[config.mk]
export PLATFORM = sky130hd
export DESIGN_NAME = route_judge
export DESIGN_NICKNAME = d
export VERILOG_FILES = /design/src/rtl/route_judge.sv
export SDC_FILE = /design/constraint.sdc
export NUM_CORES = 1
export LEC_CHECK = 0
export BUFFER_PORTS_ARGS = -buffer_cell sky130_fd_sc_hd__clkbuf_2
export CAP_MARGIN = 20
export CORE_MARGIN = 2
export CORE_UTILIZATION = 31
export DETAILED_ROUTE_END_ITERATION = 8
export SETUP_SLACK_MARGIN = 0.1
export SLEW_MARGIN = 30
export SYNTH_ARGS = -nofsm -noshare
export SYNTH_HDL_FRONTEND = slang
export SYNTH_SLANG_ARGS = --single-unit
[constraint.sdc]
create_clock -name clk -period 2.35 [get_ports clk]
set_input_delay 0.1175 -clock clk [delete_from_list [all_inputs] [get_ports clk]]
set_output_delay 0.1175 -clock clk [all_outputs]
set_load 0.05 [all_outputs]
[src/rtl/route_judge.sv]
// Output-port arbiter for the 3-port router (X, Y, LOCAL).
// Each output is granted to at most one requesting input per enabled cycle, round-robin.
// The fail and select results are registered and appear one cycle after sampling.
// Optional macro JUDGE_STATS_EN adds the saturating stat_conflicts counter and its port.
module route_judge #(
  parameter int unsigned CNT_W = 16
) (
  input  logic             clk,
  input  logic             rst_n,
  input  logic             enable,
  input  logic [1:0]       dout_x,
  input  logic [1:0]       dout_y,
  input  logic [1:0]       dout_local,
  input  logic [2:0]       out_ready,
  output logic [2:0]       fail,
  output logic [1:0]       sel_x,
  output logic [1:0]       sel_y,
`ifdef JUDGE_STATS_EN
  output logic [1:0]       sel_local,
  output logic [CNT_W-1:0] stat_conflicts
`else
  output logic [1:0]       sel_local
`endif
);

  // A zero-width counter cannot be built.
  if (CNT_W < 1) begin : g_bad_cnt_w
    $error("route_judge: CNT_W must be at least 1");
  end

  // Indices used throughout: X = 0, Y = 1, LOCAL = 2 (for inputs and outputs alike).
  // Codes on dout_*/sel_* are index + 1; code 0 means none.
  // Bit vectors on ports (fail, out_ready) put X in bit 2 and LOCAL in bit 0.

  typedef struct packed {
    logic       granted;    // some requester won this output
    logic [1:0] winner;     // index of the winning input
    logic [1:0] rr_next;    // pointer value to store
    logic       contended;  // ready output with two or more requesters
  } arb_t;

  logic [1:0] dout [3];
  logic [2:0] req_of_out [3];  // req_of_out[t][i]: input i requests output t
  arb_t       arb [3];

  logic [1:0] rr_q [3];
  logic [1:0] rr_d [3];
  logic [1:0] sel_q [3];
  logic [1:0] sel_d [3];
  logic [2:0] fail_q;
  logic [2:0] fail_d;
  logic       any_contention;

  assign dout[0] = dout_x;
  assign dout[1] = dout_y;
  assign dout[2] = dout_local;

  // Round-robin scan of one output; a stray pointer value of 3 is treated as 0.
  function automatic arb_t arbitrate(input logic [2:0] req, input logic rdy,
                                     input logic [1:0] rr);
    arb_t       r;
    logic [1:0] start;
    int         j;
    r         = '0;
    r.rr_next = rr;
    start     = (rr == 2'd3) ? 2'd0 : rr;
    r.contended = rdy && ((req[0] && req[1]) || (req[0] && req[2]) || (req[1] && req[2]));
    if (rdy) begin
      for (int k = 0; k < 3; k++) begin
        j = (int'(start) + k) % 3;
        if (!r.granted && req[j]) begin
          r.granted = 1'b1;
          r.winner  = 2'(j);
          r.rr_next = (j == 2) ? 2'd0 : 2'(j + 1);
        end
      end
    end
    return r;
  endfunction

  // Decode each input's direction into per-output request vectors.
  always_comb begin
    for (int t = 0; t < 3; t++) begin
      req_of_out[t] = '0;
      for (int i = 0; i < 3; i++) begin
        req_of_out[t][i] = (dout[i] == 2'(t + 1));
      end
    end
  end

  // Arbitrate every output independently and derive next fail/select/pointer values.
  always_comb begin
    fail_d         = '0;
    any_contention = 1'b0;
    for (int t = 0; t < 3; t++) begin
      arb[t]   = arbitrate(req_of_out[t], out_ready[2 - t], rr_q[t]);
      rr_d[t]  = arb[t].rr_next;
      sel_d[t] = arb[t].granted ? 2'(arb[t].winner + 2'd1) : 2'd0;
      if (arb[t].contended) begin
        any_contention = 1'b1;
      end
      for (int i = 0; i < 3; i++) begin
        if (req_of_out[t][i] && !(arb[t].granted && (arb[t].winner == 2'(i)))) begin
          fail_d[2 - i] = 1'b1;
        end
      end
    end
  end

  // Result and pointer registers; enable low freezes everything.
  always_ff @(posedge clk or negedge rst_n) begin
    if (!rst_n) begin
      fail_q <= '0;
      for (int t = 0; t < 3; t++) begin
        sel_q[t] <= '0;
        rr_q[t]  <= '0;
      end
    end else if (enable) begin
      fail_q <= fail_d;
      for (int t = 0; t < 3; t++) begin
        sel_q[t] <= sel_d[t];
        rr_q[t]  <= rr_d[t];
      end
    end
  end

  assign fail      = fail_q;
  assign sel_x     = sel_q[0];
  assign sel_y     = sel_q[1];
  assign sel_local = sel_q[2];

`ifdef JUDGE_STATS_EN
  logic [CNT_W-1:0] stat_q;

  // Count enabled cycles with real contention; saturate at all-ones.
  always_ff @(posedge clk or negedge rst_n) begin
    if (!rst_n) begin
      stat_q <= '0;
    end else if (enable && any_contention && (stat_q != {CNT_W{1'b1}})) begin
      stat_q <= stat_q + 1'b1;
    end
  end

  assign stat_conflicts = stat_q;
`else
  logic unused_contention;
  assign unused_contention = any_contention;
`endif

endmodule

After elaboration in Yosys (flattened, before gate mapping)
Cells that the tools add are included.
{ "word_totals": {"reg_bits": 15, "inputBits": 12, "output_inout_bits": 9, "word_cells": 187} }
{ "classes": {"add_sub_neg": 18, "div_mod_pow": 9, "n_lt_le_gt_ge": 9, "n_eq_ne": 30, "muxes": 69, "n_reduce_logical": 45} }
{ "op_table": {"columns": ["cell", "count"], "rows": [
  ["$eq A32 B3 Y1 const B", 9],
  ["$lt A32 B4 Y1 const B", 9],
  ["$mod A32 B3 Y32 const B", 6],
  ["$mod A3 B3 Y32 const B", 3],
  ["$mux W5", 18],
  ["$mux W2", 15],
  ["$mux W1", 27],
  ["$eq A2 B2 Y1 const B", 12],
  ["$logic_and A1 B1 Y1", 24],
  ["$add A2 B2 Y2 const B", 9],
  ["$bmux W1 S2", 9],
  ["$logic_not A1 Y1", 15],
  ["$eq A2 B1 Y1 const B", 6],
  ["$ne A4 B1 Y1 const B", 3],
  ["$add A2 B1 Y3 const B", 3],
  ["$add A2 B2 Y3 const B", 3],
  ["$reduce_and A3 Y1", 3],
  ["$add A2 B1 Y2 const B", 3],
  ["$logic_not A2 Y1", 3]
]} }

Depth between registers and ports, before layout
Gate-level depths: netlist of run 1.
{ "depth": {"depth_word": 23, "ltp_mapped": 13, "mapped_depth_nobuf": 12} }

Worst setup path before layout of run 1
OpenSTA, ideal clock, no wires.
{ "synth_timing": {"path_kind": "reg-to-reg", "from": "register rr_q[4] in the netlist's numbering", "to": "register fail_q[0], in the netlist fail[0]", "setup_time_ns": 0.082, "arrival_ns": 2.284, "t_required_ns": 2.268, "setup_slack_ns": -0.016, "stages_incl_launch_ff": 13, "n_path_buf": 2, "period_less_slack_ns": 2.366, "path_cell_list": "dfrtp_1 -> inv_1 -> ha_1 -> clkbuf_1 -> clkbuf_1 -> nand2_1 -> o221a_2 -> o21ai_0 -> and3_1 -> inv_1 -> ha_1 -> a21o_1 -> a31oi_1"} }
{ "synth_between": {"elab_chain_cells": 23, "elab_cells_between_ends": 33, "classes_between": "2 x add/sub; 3 x div; 2 x eq/ne; 19 x mux; 7 x reduce/logical"} }
{ "synth_lines": {"columns": ["element", "line_no", "source"], "rows": [
  ["start: declaration", "46", "logic [1:0] rr_q [3];"],
  ["start signal: indexed assignment", "122", "rr_q[t] <= rr_d[t];"],
  ["$eq A2 B2 Y1", "66", "start = (rr == 2'd3) ? 2'd0 : rr;"],
  ["$mux W2 *", "66", null],
  ["parallel branches: the longest is 12 deep, another holds $mod A32 B3 Y32", null, null],
  ["$mux W5 *", "71", "if (!r.granted && req[j]) begin"],
  ["$mux W5 *", "68", "if (rdy) begin"],
  ["$eq A2 B2 Y1", "103", "if (req_of_out[t][i] && !(arb[t].granted && (arb[t].winner == 2'(i)))) begin"],
  ["$logic_and A1 B1 Y1 *", "103", null],
  ["$logic_not A1 Y1 *", "103", null],
  ["$logic_and A1 B1 Y1 *", "103", null],
  ["$mux W1 * (3 in a row)", "103", null],
  ["end signal: assignment", "119", "fail_q <= fail_d;"],
  ["end: declaration", "50", "logic [2:0] fail_q;"]
]} }
Every way passes the cells marked *. The select of a mux whose other input is x is not followed.
A chain may end at the register's enable or synchronous reset.

Final worst setup path of run 1
Same ends and word-level chain as after synthesis.

==> impl_metrics.toml, run 1 <==
[status]
outcome = "completed"

[place]
io_buffers = 20
dp_hpwl_um = 4100
place_congestion = 0.884
dp.cells = 368

[clocking]
cts_buffer_depth = 2
cts_tree = "yes"
cts-root-buf = "clkbuf_8"
htreeDepth = 1
clk_pin_slew_worst_paths_ps = 70
clock_latency_ps = 260
cts_sinks = 15
cts_buffers = 3

[critical_path]
crit_start = "rr_q[4]"
slowest_stage = "dfrtp_1"
critPathMaxStageDelay_ps = 420
end_kind = "flip-flop"
critical_path_buf_inv_count = 2
cp_num_cells = 11
rrSetupSlack_ps = 160
path_cells = "inv_2 > ha_4 > nor3b_4 > nand3_1 > o221a_2 > o21ai_1 > and3_4 > inv_1 > ha_1 > a21o_1 > a31oi_1"
path_max_fanout = 7
critPathKind = "flip-flop to flip-flop"
r2r-start = "rr_q[4]"
rr_endpoint = "fail[0]"
worstPathRequired_ps = 2530
cp_top_family = "compound AO/OA/AOI/OAI gates"
r2r_cells = 11
cp-start-kind = "flip-flop"
crit_path_end = "fail[0]"
critical_path_arrival_ps = 2370

[logic_synthesis]
ys_ff_latch = 15
synth_edf_count = 0
synth_common_cells = "nand2_1, ha_1, nor2_1"
synth.most_common_cell = "nand2_1"
synth_top_flop_cell = "dfrtp_1"
synth_cell_types = 55
avgSynthCellArea_um2 = 7.37
ys_seq_area_frac = 0.185
synthCells = 276
yosysTopAreaCell = "dfrtp_1"
async_flop_share = 1.00
yosysTopAreaCellShare = 0.185
syn-cell-area_mm2 = 0.00203
syn-num-nets = 309
ys.warnings.count = 0
synth_area_leaders = "dfrtp_1, ha_1, nand2_1"

[power_and_ir_drop]
p_leak_uw = 0.00106
pwr-share-comb = 0.733
ir_drop_uv = 579
sequentialPowerShare = 0.171
powerDensity_mw_per_mm2 = 940
p_sw_uw = 1140
power_switching_share = 0.495
p_clk_frac = 0.096
p_int_uw = 1160

[routing]
drtAntennaViolNets = 0
post-route-drc-count = 0
drt-total-wl_um = 5520
wire_per_inst_um = 14.6
post_drt_via_cell_ratio = 5.65
drt_iter0_markers = 349
drtPass1Iterations = 4
vias = 2137

[floorplan]
die_h_um = 85.0
design.die.area_mm2 = 0.00723
io_pins = 21
die-width_um = 85.0
fp.coreArea_mm2 = 0.00635
num_rows = 29
initial_core_util = 0.320

[sta]
slew-limit-headroom = 0.695
worst_slew_pin_slew_ps = 457
maxSlewViolCount = 0
fin_crit_sh = 0.931
hold_viol = 0
rsz0062_at_grt = "true"
setup_violations = 0
skew_ps = 6.28
fmax_mhz = 457
fin_crit_ps = 2190

[final_layout]
fin_util = 0.385
diodes = 0
nets = 335
area.growth.synth_to_final_pct = 20.2
drive_above_1_share = 0.216
stdcell_count = 378

[job]
maxCapViolCount = 0

[min_path]
hold_class = "primary input to flip-flop"
hold_depth = 2

[grt]
grtUsageMet1 = 0.219
grt.met2_usage = 0.250
gr-usage-met3 = 0.0126
grt_pass1_vias = 1981
grt_max_degree = 16
grt_usage = 0.154
grt_pass1_wl_um = 9360
overflow = 0
antenna_found_initial = 0
grt-busiest-layer = "met2"
[routing by layer]
layer	routed length [um]	part of all wire
met1	2740	0.50
met2	2580	0.47
met3	133	0.024
met4	60	0.011
met5	0	0
[power groups by stage]
| stage | combinational (uW) | sequential (uW) | clock, uW |
|---|---|---|---|
| finish | 1690 | 392 | 221 |
| floorplan | 1010 | 482 | 0 |
| global placement | 1480 | 380 | 0 |
| global route | 1860 | 400 | 237 |
| CTS | 1540 | 382 | 230 |
| detailed placement | 1480 | 385 | 0 |
[sequential cells by signal (all words and copies together), names as in the netlist]
name,count
fail,3
rr_q,6
sel_local,2
sel_x,2
sel_y,2
[worst register-to-register path, cell delays in order, from the launching register on]
cell	delay, ps
dfrtp_1	420
inv_2	90
ha_4	220
nor3b_4	190
nand3_1	110
o221a_2	150
o21ai_1	150
and3_4	230
inv_1	60
ha_1	190
a21o_1	150
a31oi_1	160
[cell usage in the layout (no fill, tap or decap), drive strengths merged, types with 8 or more instances in the layout]
cell type	count
a21oi	18
buf	24
clkbuf	23
dfrtp	15
ha	21
inv	16
nand2	27
nand2b	8
nand3	15
nor2	20
o21ai	12
[cell families (layout without fill, tap and decap cells)]
kind of cell | count (synthesis) | after routing | synth area share
AOI/OAI and AO/OA | 89 | 89 | 0.306
adders and majority gates | 22 | 22 | 0.134
buffers and inverters | 40 | 65 | 0.0873
DFF | 15 | 15 | 0.185
muxes | 4 | 4 | 0.0209
and+or+nand+nor | 106 | 106 | 0.268
[layout make-up]
cell class / count / area [um2]
clock buffer: 3 / 41.3
clock inverter: 1 / 5.00
fill: 643 / 3900
inverter: 16 / 60.1
multi-input combinational: 221 / 1580
sequential: 15 / 375
tap: 77 / 96.3
timing repair buffer: 45 / 290
[worst min path at each step]
stage                 from  endpoint  slack [ps]
finish              enable   fail[0]         260
CTS                 enable   fail[2]         260
global route        enable   fail[1]         290
floorplan            rst_n   fail[0]        -180
global placement     rst_n   rr_q[5]          70
detailed placement   rst_n   rr_q[5]          70
[per-stage QoR]
stage	hold slack (ps)	total power (uW)	setup WS (ps)	instance area, um2	TNS [ps]
floorplan	-178	1490	125	2040	0
global placement	65.3	1860	34.9	2260	0
detailed placement	71.9	1860	-80.8	2260	-151
CTS	262	2150	127	2370	0
global route	289	2500	42.5	2450	0
finish	261	2300	163	2450	0
[timing repair]
action,CTS,global route
endpoints found under the setup margin,7,9
pin swaps,2,2
setup buffers,4,1
hold buffers,1,0
gates resized for setup,5,14
endpoints found under the hold margin,15,0
No activity file was read; power rests on OpenSTA's default activity.
==> inputs of run 2 (changes only) <==
PLACE_DENSITY = 0.5   (was unset)
clock period = 2.29 ns   (was 2.35 ns; I/O delays follow)
==> impl_metrics.toml, run 2 (same netlist as run 1, synthesis figures left out) <==
[status]
outcome = "completed"

[place]
io_buffers = 20
placed_cell_area_mm2 = 0.00232
dp_hpwl_um = 4370
place_congestion = 0.825

[routing]
wire_per_inst_um = 15.0
vias = 2127
drt_iter0_markers = 130
drtPass1Iterations = 4
post-route-drc-count = 0
drtAntennaViolNets = 0
drt-total-wl_um = 5790
post_drt_via_cell_ratio = 5.51

[final_layout]
diodes = 0
drive_above_1_share = 0.259
final_common_cell = "buf_4"
top_register = "rr_q"
area.growth.synth_to_final_pct = 25.7
fin_area_mm2 = 0.00256
fillerInstances = 647
layout_common_cells = "buf_4, nand2_1, clkbuf_2"
nets = 343
largest_reg_flops = 6

[floorplan]
die-width_um = 85.0
die_h_um = 85.0
num_rows = 29
fp.coreArea_mm2 = 0.00635
design.die.area_mm2 = 0.00723
initial_core_util = 0.320
io_pins = 21

[clocking]
cts_buffers = 3
cts_buffer_depth = 2
htreeDepth = 1
cts-root-buf = "clkbuf_8"
cts_sinks = 15
cts_tree = "yes"
clk_pin_slew_worst_paths_ps = 70
clock_latency_ps = 250

[grt]
antenna_found_initial = 0
overflow = 0
grt-busiest-layer = "met2"
grt_usage = 0.164
grtUsageMet1 = 0.219
grt_max_degree = 16
grt_pass1_wl_um = 9800
grt_pass1_vias = 2056
grt.met2_usage = 0.281
gr-usage-met3 = 0.0253

[critical_path]
critical_path_arrival_ps = 2300
path_cells = "inv_2 > ha_4 > buf_12 > a21oi_1 > o221a_2 > o21ai_2 > and3_4 > inv_1 > ha_1 > a21o_1 > a31oi_1"
end_kind = "flip-flop"
cp-start-kind = "flip-flop"
worstPathRequired_ps = 2450
critPathKind = "flip-flop to flip-flop"
path_max_fanout = 15
slowest_stage = "dfrtp_2"
critPathMaxStageDelay_ps = 440

[sta]
setup_violations = 0
slew-limit-headroom = 0.694
skew_ps = 9.71
fin_crit_ps = 2130
maxSlewViolCount = 0
hold_viol = 0
rsz0062_at_grt = "false"
fmax_mhz = 468
worst_slew_pin_slew_ps = 459
fin_crit_sh = 0.932

[min_path]
hold_class = "primary input to flip-flop"

[power_and_ir_drop]
powerDensity_mw_per_mm2 = 965
ir_drop_uv = 530
power_uw = 2470
p_leak_uw = 0.00110

[job]
maxCapViolCount = 0
-- run 2: path summary, 6_finish.rpt --
| check | from | to | slack, ps | cells past startpoint |
|---|---|---|---|---|
| min in group asynchronous | rst_n | fail[2] | 320 | 2 |
| worst min-delay path | enable | fail[2] | 270 | 2 |
| worst max register to register | rr_q[5] | fail[0] | 160 | 11 |
| worst max-delay path | rr_q[5] | fail[0] | 160 | 11 |
| worst min register to register | sel_local[0] | sel_local[0] | 490 | 2 |
| max in group asynchronous | rst_n | rr_q[5] | 1660 | 2 |
-- run 2: metal layers --
| layer | share of wire | wire [um] |
|---|---|---|
| met5 | 0 | 0 |
| met4 | 0.0076 | 44 |
| met3 | 0.038 | 218 |
| met1 | 0.46 | 2670 |
| met2 | 0.49 | 2860 |
-- run 2: final cells by class --
| class | count | area (um2) | area share |
|---|---|---|---|
| Sequential cell | 15 | 377 | 0.147 |
| Tap cell | 77 | 96.3 | 0.0377 |
| Inverter | 16 | 60.1 | 0.0235 |
| Timing Repair Buffer | 53 | 363 | 0.142 |
| Clock buffer | 4 | 45.0 | 0.0176 |
| Multi-Input combinational cell | 221 | 1620 | 0.632 |
-- run 2: worst max-delay path: cells and delay by family, from the launching register on --
family / cells / cell delay, ps
compound gates: 5 / 780
flops: 1 / 440
fa+ha+maj: 2 / 350
buf+inv: 3 / 280
simple gates: 1 / 210
-- run 2: power breakdown --
part | leakage, uW | internal, uW | switching (uW) | total (uW)
registers | 0.000192 | 337 | 58.2 | 395
logic | 0.000886 | 815 | 1040 | 1860
clock network | 0.0000228 | 123 | 93.4 | 217
-- run 2: stage by stage --
step / hold WS [ps] / util / TNS, ps / std cells / setup WS, ps
4_1_cts: 279 / 0.388 / 0 / 383 / 123
6_report: 274 / 0.403 / 0 / 386 / 155
3_3_place_gp: 60.2 / 0.366 / 0 / 374 / 59.3
2_1_floorplan: -181 / - / 0 / 276 / 104
3_5_place_dp: 63.5 / 0.366 / -44.6 / 374 / -34.7
5_1_grt: 310 / 0.403 / 0 / 386 / 70.0
-- run 2: timing repair --
item                                   4_1_cts  5_1_grt
buffers inserted                             4        3
gates cloned                                 0        0
resized for setup                           12       18
setup endpoints to repair                    5       10
hold buffers                                 1        0
pin swaps                                    6        7
endpoints found under the hold margin       15        0
==> inputs of run 3 (changes only) <==
CORE_MARGIN = 5   (was 2)
CORE_UTILIZATION = 50   (was 31)
CTS_CLUSTER_SIZE = 16   (was unset)
PLACE_DENSITY = 0.72   (was 0.5)
==> impl_metrics.toml, run 3 (same netlist as run 1, synthesis figures left out) <==
[status]
outcome = "completed"

[sta]
slew-limit-headroom = 0.702
whs_ps = 272
final.setup.worst_slack_ps = 86.5
fin_crit_sh = 0.962
fin_crit_ps = 2200
skew_ps = 3.52
setup_violations = 0
worst_slew_pin_slew_ps = 445
maxSlewViolCount = 0
hold_viol = 0
fmax_mhz = 454
rsz0062_at_grt = "true"
fin_tns_setup_ps = 0

[power_and_ir_drop]
p_leak_uw = 0.00112
powerDensity_mw_per_mm2 = 1030
ir_drop_uv = 700

[final_layout]
drive_above_1_share = 0.275
area.growth.synth_to_final_pct = 27.7
layout_common_cells = "buf_4, nand2_1, clkbuf_2"
final_common_cell = "buf_4"
nets = 343
stdcell_count = 359
fillerInstances = 336
diodes = 0
top_register = "rr_q"
largest_reg_flops = 6

[clocking]
clock_latency_ps = 250
cts_tree = "yes"
cts-root-buf = "clkbuf_8"
cts_buffers = 3
cts_sinks = 15
clk_pin_slew_worst_paths_ps = 70
htreeDepth = 1
cts_buffer_depth = 2

[place]
post-place-ws_ps = 0.754
dp_hpwl_um = 4050
dp.cells = 346
io_buffers = 20
place_congestion = 0.933

[floorplan]
die_h_um = 73.8
io_pins = 21
initial_core_util = 0.512
num_rows = 23
fp.coreArea_mm2 = 0.00397
die-width_um = 73.8
design.die.area_mm2 = 0.00544

[grt]
grt_pass1_wl_um = 9130
overflow = 0
grt_usage = 0.207
antenna_found_initial = 0
grt_pass1_vias = 2004
grt_max_degree = 16

[job]
maxCapViolCount = 0

[critical_path]
critPathKind = "flip-flop to flip-flop"
cp-start-kind = "flip-flop"
worstPathRequired_ps = 2460
rrSetupSlack_ps = 90
path_max_fanout = 5
critical_path_arrival_ps = 2370
end_kind = "flip-flop"

[routing]
drtAntennaViolNets = 0
post-route-drc-count = 0
wire_per_inst_um = 17.2
post_drt_via_cell_ratio = 6.38
vias = 2291
drtPass1Iterations = 5
drt-total-wl_um = 6190
drt_iter0_markers = 206

[min_path]
hold_class = "primary input to flip-flop"
## run 3: cell types whose count changed in the layout (fill, tap and decap cells not counted), sizes merged
cell,previous run,this run
clkinv,0,1
buf,32,31
## run 3: final timing paths
kind / from / endpoint / cells after the start
max: rr_q[4] / fail[2] / 11
min: enable / fail[1] / 2
max reg2reg: rr_q[4] / fail[2] / 11
min reg2reg: sel_local[1] / sel_local[1] / 2
max in group asynchronous: rst_n / rr_q[5] / 2
min in group asynchronous: rst_n / rr_q[3] / 2
## run 3: report_power, final
| group | switching (uW) | leakage [uW] | internal [uW] |
|---|---|---|---|
| combinational | 1130 | 0.000905 | 919 |
| clock | 100 | 0.0000255 | 121 |
| sequential | 67.3 | 0.000192 | 337 |
## run 3: metal layers
layer  track usage  up-vias  routed length [um]
met2         0.353      120                3070
met4        0.0584        0                 129
met5             0        -                   0
li1              -     1076                   -
met3        0.0164       20                 413
met1         0.277     1075                2570
## run 3: area by class of cell
| cell class | count | area [um2] | area share |
|---|---|---|---|
| clock buffers | 3 | 41.3 | 0.0159 |
| flip-flops and latches | 15 | 377 | 0.145 |
| multi-input cells | 221 | 1670 | 0.643 |
| well taps | 50 | 62.6 | 0.0241 |
| repair buffers | 53 | 383 | 0.147 |
| inverters | 16 | 60.1 | 0.0231 |
| clock inverters | 1 | 5.00 | 0.00193 |
## run 3: stage by stage
step | total power, uW | util | cell area [um2]
after detailed placement | 1990 | 0.572 | 2270
after floorplan | 1560 | - | 2060
after global placement | 1970 | 0.572 | 2270
after CTS | 2260 | 0.596 | 2370
final | 2670 | 0.654 | 2600
after global routing | 2850 | 0.654 | 2600
## run 3: worst max-delay path, cell delays in order, from the launching register on
cell and delay, ps:
dfrtp_1 430, inv_2 80, ha_4 330, buf_6 140, nand2_4 40, o221a_4 240
o21ai_2 120, and3_4 200, inv_2 50, ha_2 170, a21o_1 150, a31oi_1 170
## run 3: what timing repair did
item,4_1_cts,5_1_grt
pin swaps,1,13
cloned,0,1
gates resized for setup,8,33
setup buffers,1,6
endpoints found under the hold margin,15,0
endpoints found under the setup margin,5,11
hold buffers,1,0
